<file path="src/rtl/bus_xfer_pkg.sv">
// bus_xfer_pkg -- shared types and constants for the bus transfer controller.
//   op_e    : request opcode (MOVE, READ_LHS, READ_RHS, RSVD)
//   state_e : controller sequencing states (IDLE, DRIVE, STROBE, HOLD)
//   SETTLE_DEFAULT / LOAD_DEFAULT : default phase lengths in cycles
package bus_xfer_pkg;

  typedef enum logic [1:0] {
    MOVE     = 2'b00,
    READ_LHS = 2'b01,
    READ_RHS = 2'b10,
    RSVD     = 2'b11
  } op_e;

  typedef enum logic [1:0] {
    IDLE   = 2'b00,
    DRIVE  = 2'b01,
    STROBE = 2'b10,
    HOLD   = 2'b11
  } state_e;

  localparam int SETTLE_DEFAULT = 1;
  localparam int LOAD_DEFAULT   = 1;

endpackage

</file>
<file path="src/rtl/bus_xfer_dec.sv">
// bus_xfer_dec -- index-to-one-hot decoder, active-low output.
//   idx     in  IDX_W     register index to select
//   en      in  1         when low, no output bit is selected
//   dec_bar out NUM_REGS  bit idx is 0 when en=1, all other bits 1
module bus_xfer_dec
  import bus_xfer_pkg::*;
#(
  parameter int NUM_REGS = 4,
  parameter int IDX_W    = 2
) (
  input  logic [IDX_W-1:0]    idx,
  input  logic                en,
  output logic [NUM_REGS-1:0] dec_bar
);

  // Indices outside 0..NUM_REGS-1 simply select nothing.
  always_comb begin
    dec_bar = '1;
    for (int i = 0; i < NUM_REGS; i++) begin
      if (en && (idx == IDX_W'(i))) dec_bar[i] = 1'b0;
    end
  end

endmodule

</file>
<file path="src/rtl/bus_xfer_ctrl.sv">
// bus_xfer_ctrl -- sequences register-to-bus transfers:
// drive source (SETTLE_CYCLES), strobe LOAD (LOAD_CYCLES), hold one cycle.
//   CLK, RST          clock, asynchronous active-high reset
//   REQ_valid/ready   request handshake; ready only while IDLE
//   REQ_op/src/dst    opcode, source index, destination index (MOVE)
//   ASSERT_MAIN_bar   per-register main-bus drive enable, active-low
//   ASSERT_LHS_bar    per-register LHS-bus drive enable, active-low
//   ASSERT_RHS_bar    per-register RHS-bus drive enable, active-low
//   LOAD              per-register load (register captures on falling edge)
//   BUSY / DONE / ERR transfer in progress / completion pulse / reserved-op pulse
// Macro BUS_XFER_ERR_EN: when defined a reserved op only pulses ERR and the
// controller stays IDLE; otherwise it runs a silent full-length transfer,
// pulses DONE, and ERR is tied low.
// If RST hits during STROBE, LOAD falls asynchronously while the source bus
// is also released, so the destination may capture an undefined value.
module bus_xfer_ctrl
  import bus_xfer_pkg::*;
#(
  parameter int NUM_REGS      = 4,
  parameter int SETTLE_CYCLES = SETTLE_DEFAULT,
  parameter int LOAD_CYCLES   = LOAD_DEFAULT
) (
  input  logic                        CLK,
  input  logic                        RST,
  input  logic                        REQ_valid,
  output logic                        REQ_ready,
  input  logic [1:0]                  REQ_op,
  input  logic [$clog2(NUM_REGS)-1:0] REQ_src,
  input  logic [$clog2(NUM_REGS)-1:0] REQ_dst,
  output logic [NUM_REGS-1:0]         ASSERT_MAIN_bar,
  output logic [NUM_REGS-1:0]         ASSERT_LHS_bar,
  output logic [NUM_REGS-1:0]         ASSERT_RHS_bar,
  output logic [NUM_REGS-1:0]         LOAD,
  output logic                        BUSY,
  output logic                        DONE,
  output logic                        ERR
);

  localparam int IDX_W = $clog2(NUM_REGS);

  state_e              state;
  logic [3:0]          cnt;
  logic [NUM_REGS-1:0] load_q;

  op_e                 req_op;
  logic                req_rsvd;
  logic                main_en, lhs_en, rhs_en;
  logic                start_xfer;
  logic [NUM_REGS-1:0] main_dec_bar, lhs_dec_bar, rhs_dec_bar, load_dec_bar;

  assign req_op = op_e'(REQ_op);

  // Out-of-range indices are folded into the reserved op; dst only matters for MOVE.
  assign req_rsvd = (req_op == RSVD)
                 || (32'(REQ_src) >= NUM_REGS)
                 || ((req_op == MOVE) && (32'(REQ_dst) >= NUM_REGS));

  assign main_en = (req_op == MOVE)     && !req_rsvd;
  assign lhs_en  = (req_op == READ_LHS) && !req_rsvd;
  assign rhs_en  = (req_op == READ_RHS) && !req_rsvd;

  // Ready is forced low during reset but returns the moment reset releases.
  assign REQ_ready = (state == IDLE) && !RST;

`ifdef BUS_XFER_ERR_EN
  assign start_xfer = REQ_valid && !req_rsvd;
`else
  assign start_xfer = REQ_valid;
`endif

  bus_xfer_dec #(.NUM_REGS(NUM_REGS), .IDX_W(IDX_W)) u_dec_main (
    .idx(REQ_src), .en(main_en), .dec_bar(main_dec_bar));
  bus_xfer_dec #(.NUM_REGS(NUM_REGS), .IDX_W(IDX_W)) u_dec_lhs (
    .idx(REQ_src), .en(lhs_en), .dec_bar(lhs_dec_bar));
  bus_xfer_dec #(.NUM_REGS(NUM_REGS), .IDX_W(IDX_W)) u_dec_rhs (
    .idx(REQ_src), .en(rhs_en), .dec_bar(rhs_dec_bar));
  bus_xfer_dec #(.NUM_REGS(NUM_REGS), .IDX_W(IDX_W)) u_dec_load (
    .idx(REQ_dst), .en(main_en), .dec_bar(load_dec_bar));

  // Sequencer: the decoded enables are captured at accept so every bus and
  // LOAD output is a flop; LOAD is staged in load_q until STROBE.
  always_ff @(posedge CLK or posedge RST) begin
    if (RST) begin
      state           <= IDLE;
      cnt             <= '0;
      load_q          <= '0;
      ASSERT_MAIN_bar <= '1;
      ASSERT_LHS_bar  <= '1;
      ASSERT_RHS_bar  <= '1;
      LOAD            <= '0;
      BUSY            <= 1'b0;
      DONE            <= 1'b0;
    end else begin
      DONE <= 1'b0;
      case (state)
        IDLE: begin
          if (start_xfer) begin
            state           <= DRIVE;
            cnt             <= '0;
            BUSY            <= 1'b1;
            ASSERT_MAIN_bar <= main_dec_bar;
            ASSERT_LHS_bar  <= lhs_dec_bar;
            ASSERT_RHS_bar  <= rhs_dec_bar;
            load_q          <= ~load_dec_bar;
          end
        end
        DRIVE: begin
          if (cnt == 4'(SETTLE_CYCLES - 1)) begin
            state <= STROBE;
            cnt   <= '0;
            LOAD  <= load_q;
          end else begin
            cnt <= cnt + 4'd1;
          end
        end
        STROBE: begin
          if (cnt == 4'(LOAD_CYCLES - 1)) begin
            state <= HOLD;
            cnt   <= '0;
            LOAD  <= '0;
          end else begin
            cnt <= cnt + 4'd1;
          end
        end
        HOLD: begin
          state           <= IDLE;
          BUSY            <= 1'b0;
          DONE            <= 1'b1;
          ASSERT_MAIN_bar <= '1;
          ASSERT_LHS_bar  <= '1;
          ASSERT_RHS_bar  <= '1;
        end
        default: state <= IDLE;
      endcase
    end
  end

`ifdef BUS_XFER_ERR_EN
  logic err_q;

  // A reserved request is consumed in IDLE and only flagged, one cycle later.
  always_ff @(posedge CLK or posedge RST) begin
    if (RST) err_q <= 1'b0;
    else     err_q <= (state == IDLE) && REQ_valid && req_rsvd;
  end

  assign ERR = err_q;
`else
  assign ERR = 1'b0;
`endif

endmodule

</file>
<file path="config.mk">
export PLATFORM = sky130hd
export DESIGN_NAME = bus_xfer_ctrl
export DESIGN_NICKNAME = d
export VERILOG_FILES = /design/src/rtl/bus_xfer_pkg.sv /design/src/rtl/bus_xfer_dec.sv /design/src/rtl/bus_xfer_ctrl.sv
export SDC_FILE = /design/constraint.sdc
export NUM_CORES = 1
export LEC_CHECK = 0
export ABC_AREA = 1
export BUFFER_PORTS_ARGS = -buffer_cell sky130_fd_sc_hd__buf_2
export CAP_MARGIN = 10
export CELL_PAD_IN_SITES_DETAIL_PLACEMENT = 0
export CELL_PAD_IN_SITES_GLOBAL_PLACEMENT = 1
export CORE_MARGIN = 5
export CORE_UTILIZATION = 40
export CTS_CLUSTER_SIZE = 28
export DETAILED_ROUTE_END_ITERATION = 8
export PLACE_DENSITY_LB_ADDON = 0.08
export RECOVER_POWER = 100
export SLEW_MARGIN = 30
export SYNTH_ARGS = -nofsm -noshare
export SYNTH_HDL_FRONTEND = slang
export SYNTH_SLANG_ARGS = --single-unit
export TNS_END_PERCENT = 1
</file>
<file path="constraint.sdc">
create_clock -name CLK -period 2.8 [get_ports CLK]
set_clock_uncertainty 0.1 [all_clocks]
set_input_delay 0.14 -clock CLK [delete_from_list [all_inputs] [get_ports CLK]]
set_output_delay 0.14 -clock CLK [all_outputs]
set_load 0.005 [all_outputs]
</file>
==> flow_metrics.env <==
export IMPL_grt_total_usage=0.1317
export IMPL_clock_sinks=28
export IMPL_p_int_mw=0.8226
export IMPL_mappedNetlistArea_um2=1413
export IMPL_p_leak_nw=0.8177
export IMPL_seq_area_frac_synth=0.5066
export IMPL_multi_input_area_um2=561.8
export IMPL_timing_rr_end="BUSY"
export IMPL_reg2reg_from="state[0]"
export IMPL_final_layout_size_suffix_gt1_frac=0.1822
export IMPL_power_density_nw_per_um2=863.3
export IMPL_seq_area_um2=715.7
export IMPL_num_fill_cells=343
export IMPL_cp_top_family="simple AND/OR/NAND/NOR gates"
export IMPL_rows=21
export IMPL_synth_fp_nets=198
export IMPL_cp_endpoint="BUSY"
export IMPL_rsz0062_at_grt="false"
export IMPL_swShare=0.4146
export IMPL_grt_pass1_vias=1144
export IMPL_finalSetupViolCount=0
export IMPL_post_drt_wl_per_cell_um=10.93
export IMPL_worstHoldPathType="input pin to flop"
export IMPL_io_pin_count=29
export IMPL_ctsRootBufferMaster="clkbuf_4"
export IMPL_power_switching_mw=0.5827
export IMPL_ys_ff_latch=28
export IMPL_dr_pass1_iters=4
export IMPL_clk_latency_ns=0.33
export IMPL_syn2layout_area_growth_pct=15.23
export IMPL_clk_pin_slew_ns=0.16
export IMPL_h_tree_depth=1
export IMPL_endpoint_kind="flop"
export IMPL_grt_pass1_wl_mm=5.223
export IMPL_tns_ns=0
export IMPL_cp_common_cell="nand2_1"
export IMPL_cts_tree="yes"
export IMPL_reg2reg_depth=6
export IMPL_critical_path_class="flop to flop"
export IMPL_dp_hpwl_mm=2.139
export IMPL_hold_violations=0
export IMPL_period_needed_ns=1.895
export IMPL_cts_resized=0
export IMPL_wl_mm=2.843
export IMPL_cp_slowest_stage_delay_ns=0.43
export IMPL_crit_start="state[0]"
export IMPL_dr_total_vias=1161
export IMPL_layout_worst_path_cycle_share=0.6767
export IMPL_status="finished, final reports clean"
export IMPL_drc_errors=0
export IMPL_cp_start_kind="flop"
export IMPL_die_h_um=69.43
export IMPL_core_um2=3390
export IMPL_num_nets_final=230
export IMPL_initial_core_util=0.4168
export IMPL_cts_buffers=3
export IMPL_relSlewSlack=0.3093
export IMPL_worstPathArrival_ns=2.01
export IMPL_finalMaxSlewViolations=0
export IMPL_synth_cell_types=18
export IMPL_port_buffers=27
export IMPL_initialDrtViolationCount=55
export IMPL_antennaDiodeCount=0
export IMPL_critPathBufInv=2
export IMPL_gp_congestion=0.8300
export IMPL_ys_warn_count=0
export IMPL_antenna_left=0
export IMPL_peakVddDrop_v=0.0003541
export IMPL_max_freq_mhz=527.8
export IMPL_viasPerCell=4.465
export IMPL_cp_depth=6
export IMPL_reg2reg_slack_ns=0.91
export IMPL_finalPower_mw=1.405
export IMPL_synth_avg_cell_area_um2=7.719
export IMPL_worstPathRequired_ns=2.92
export IMPL_die_x_um=69.43
export IMPL_clock_tree_buffer_depth=2
export IMPL_comb_power_share=0.422
export IMPL_critPathMaxFanout=13
export IMPL_cap_violations=0
export IMPL_cp_cell_sequence="inv_1 -> ha_1 -> nand2_1 -> clkinvlp_2 -> nand2_1 -> o21ai_0"
export IMPL_seq_power_share=0.433
export IMPL_grt_ovfl_total=0
export IMPL_die_area_um2=4820
export IMPL_worst_pin_slew_ns=1.035
export IMPL_antenna_found_initial=0
export IMPL_synth_cells=183
export IMPL_grt_max_degree=29
export IMPL_p_clk_frac=0.145
export IMPL_crit_path_top_delay_cell="dfrtp_1"
[kinds of logic after synthesis]
group,Yosys count,share of synthesized area
AND/OR/NAND/NOR,108,0.3038
other,1,0.002655
AO/OA/AOI/OAI,12,0.04517
buffers and inverters,28,0.08857
flip-flops,28,0.5066
adder cells (fa/ha/maj),6,0.05314
[cell usage in the layout (no fill, tap or decap), types with 3 or more instances in the layout]
cell           instances
ha_1                   6
inv_1                 24
nor2_1                45
nand3_1                7
dlygate4sd3_1          3
dfrtp_1               16
nand2_1               54
buf_2                 24
dfstp_2                8
dfstp_1                4
clkbuf_1               3
clkbuf_4               3
o21ai_0               10
[flip-flops by register name (all words and copies together) (netlist names)]
register / flops
ASSERT_MAIN_bar: 4
LOAD: 4
BUSY: 1
DONE: 1
ASSERT_RHS_bar: 4
ASSERT_LHS_bar: 4
cnt: 4
load_q: 4
state: 2
[layer usage]
metal  GRT usage  routed length (um)
met1      0.1739                1401
met2      0.2119                1287
met3     0.02464                 109
met4     0.05206                  45
met5           0                   0
[Yosys cell counts, drive strengths merged]
cell type / count / area share
nor2: 45 / 0.12
o21ai: 11 / 0.042
nand2: 54 / 0.15
a21oi: 1 / 0.0035
nand4: 1 / 0.0044
or2: 1 / 0.0044
dfrtp: 16 / 0.28
ha: 6 / 0.053
buf: 3 / 0.021
inv: 24 / 0.064
dfstp: 12 / 0.22
nand3: 7 / 0.025
clkinv: 1 / 0.0035
conb: 1 / 0.0027
[worst min path at each step]
stage                           from            endpoint  depth (start not counted)
after global placement    REQ_dst[0]           load_q[2]                          2
after CTS                  REQ_op[1]   ASSERT_LHS_bar[2]                          5
after detailed placement         RST              cnt[2]                          2
final                      REQ_op[1]           load_q[0]                          4
after global routing      REQ_src[1]  ASSERT_MAIN_bar[1]                          5
after floorplan                  RST                BUSY                          1
[worst min-delay path: cells and delay by family]
| kind | cells | cell delay [ns] |
|---|---|---|
| and+or+nand+nor | 2 | 0.20 |
| buffers and inverters | 1 | 0.10 |
| AOI/OAI and AO/OA | 1 | 0.07 |
[power groups by stage]
| stage | sequential, mW | clock, mW | combinational (mW) |
|---|---|---|---|
| 2_1_floorplan | 0.615 | 0 | 0.450 |
| 3_3_place_gp | 0.612 | 0 | 0.612 |
| 3_5_place_dp | 0.619 | 0 | 0.615 |
| 4_1_cts | 0.612 | 0.214 | 0.622 |
| 5_1_grt | 0.624 | 0.221 | 0.704 |
| 6_report | 0.608 | 0.204 | 0.593 |
[metrics by stage]
step	area, um^2	utilization	cells	worst slack [ns]	hold slack, ns
floorplan	1413	-	183	1.420	0.09652
global placement	1575	0.4647	253	1.269	0.2691
detailed placement	1575	0.4647	253	1.194	0.1518
CTS	1642	0.4843	260	1.098	0.08454
global route	1628	0.4803	260	0.6277	0.1220
finish	1628	0.4803	260	0.9052	0.09379
[layout make-up]
| class | count | share of cell area |
|---|---|---|
| sequential | 28 | 0.4397 |
| multi-input combinational | 127 | 0.3451 |
| timing repair buffer | 30 | 0.09915 |
| inverter | 25 | 0.05842 |
| tap | 46 | 0.03536 |
| clock buffer | 4 | 0.02229 |
[timing repair]
item,CTS,global route
hold buffers,3,0
buffers inserted,0,0
endpoints found under the hold margin,20,0
No activity file was read; power rests on OpenSTA's default activity.
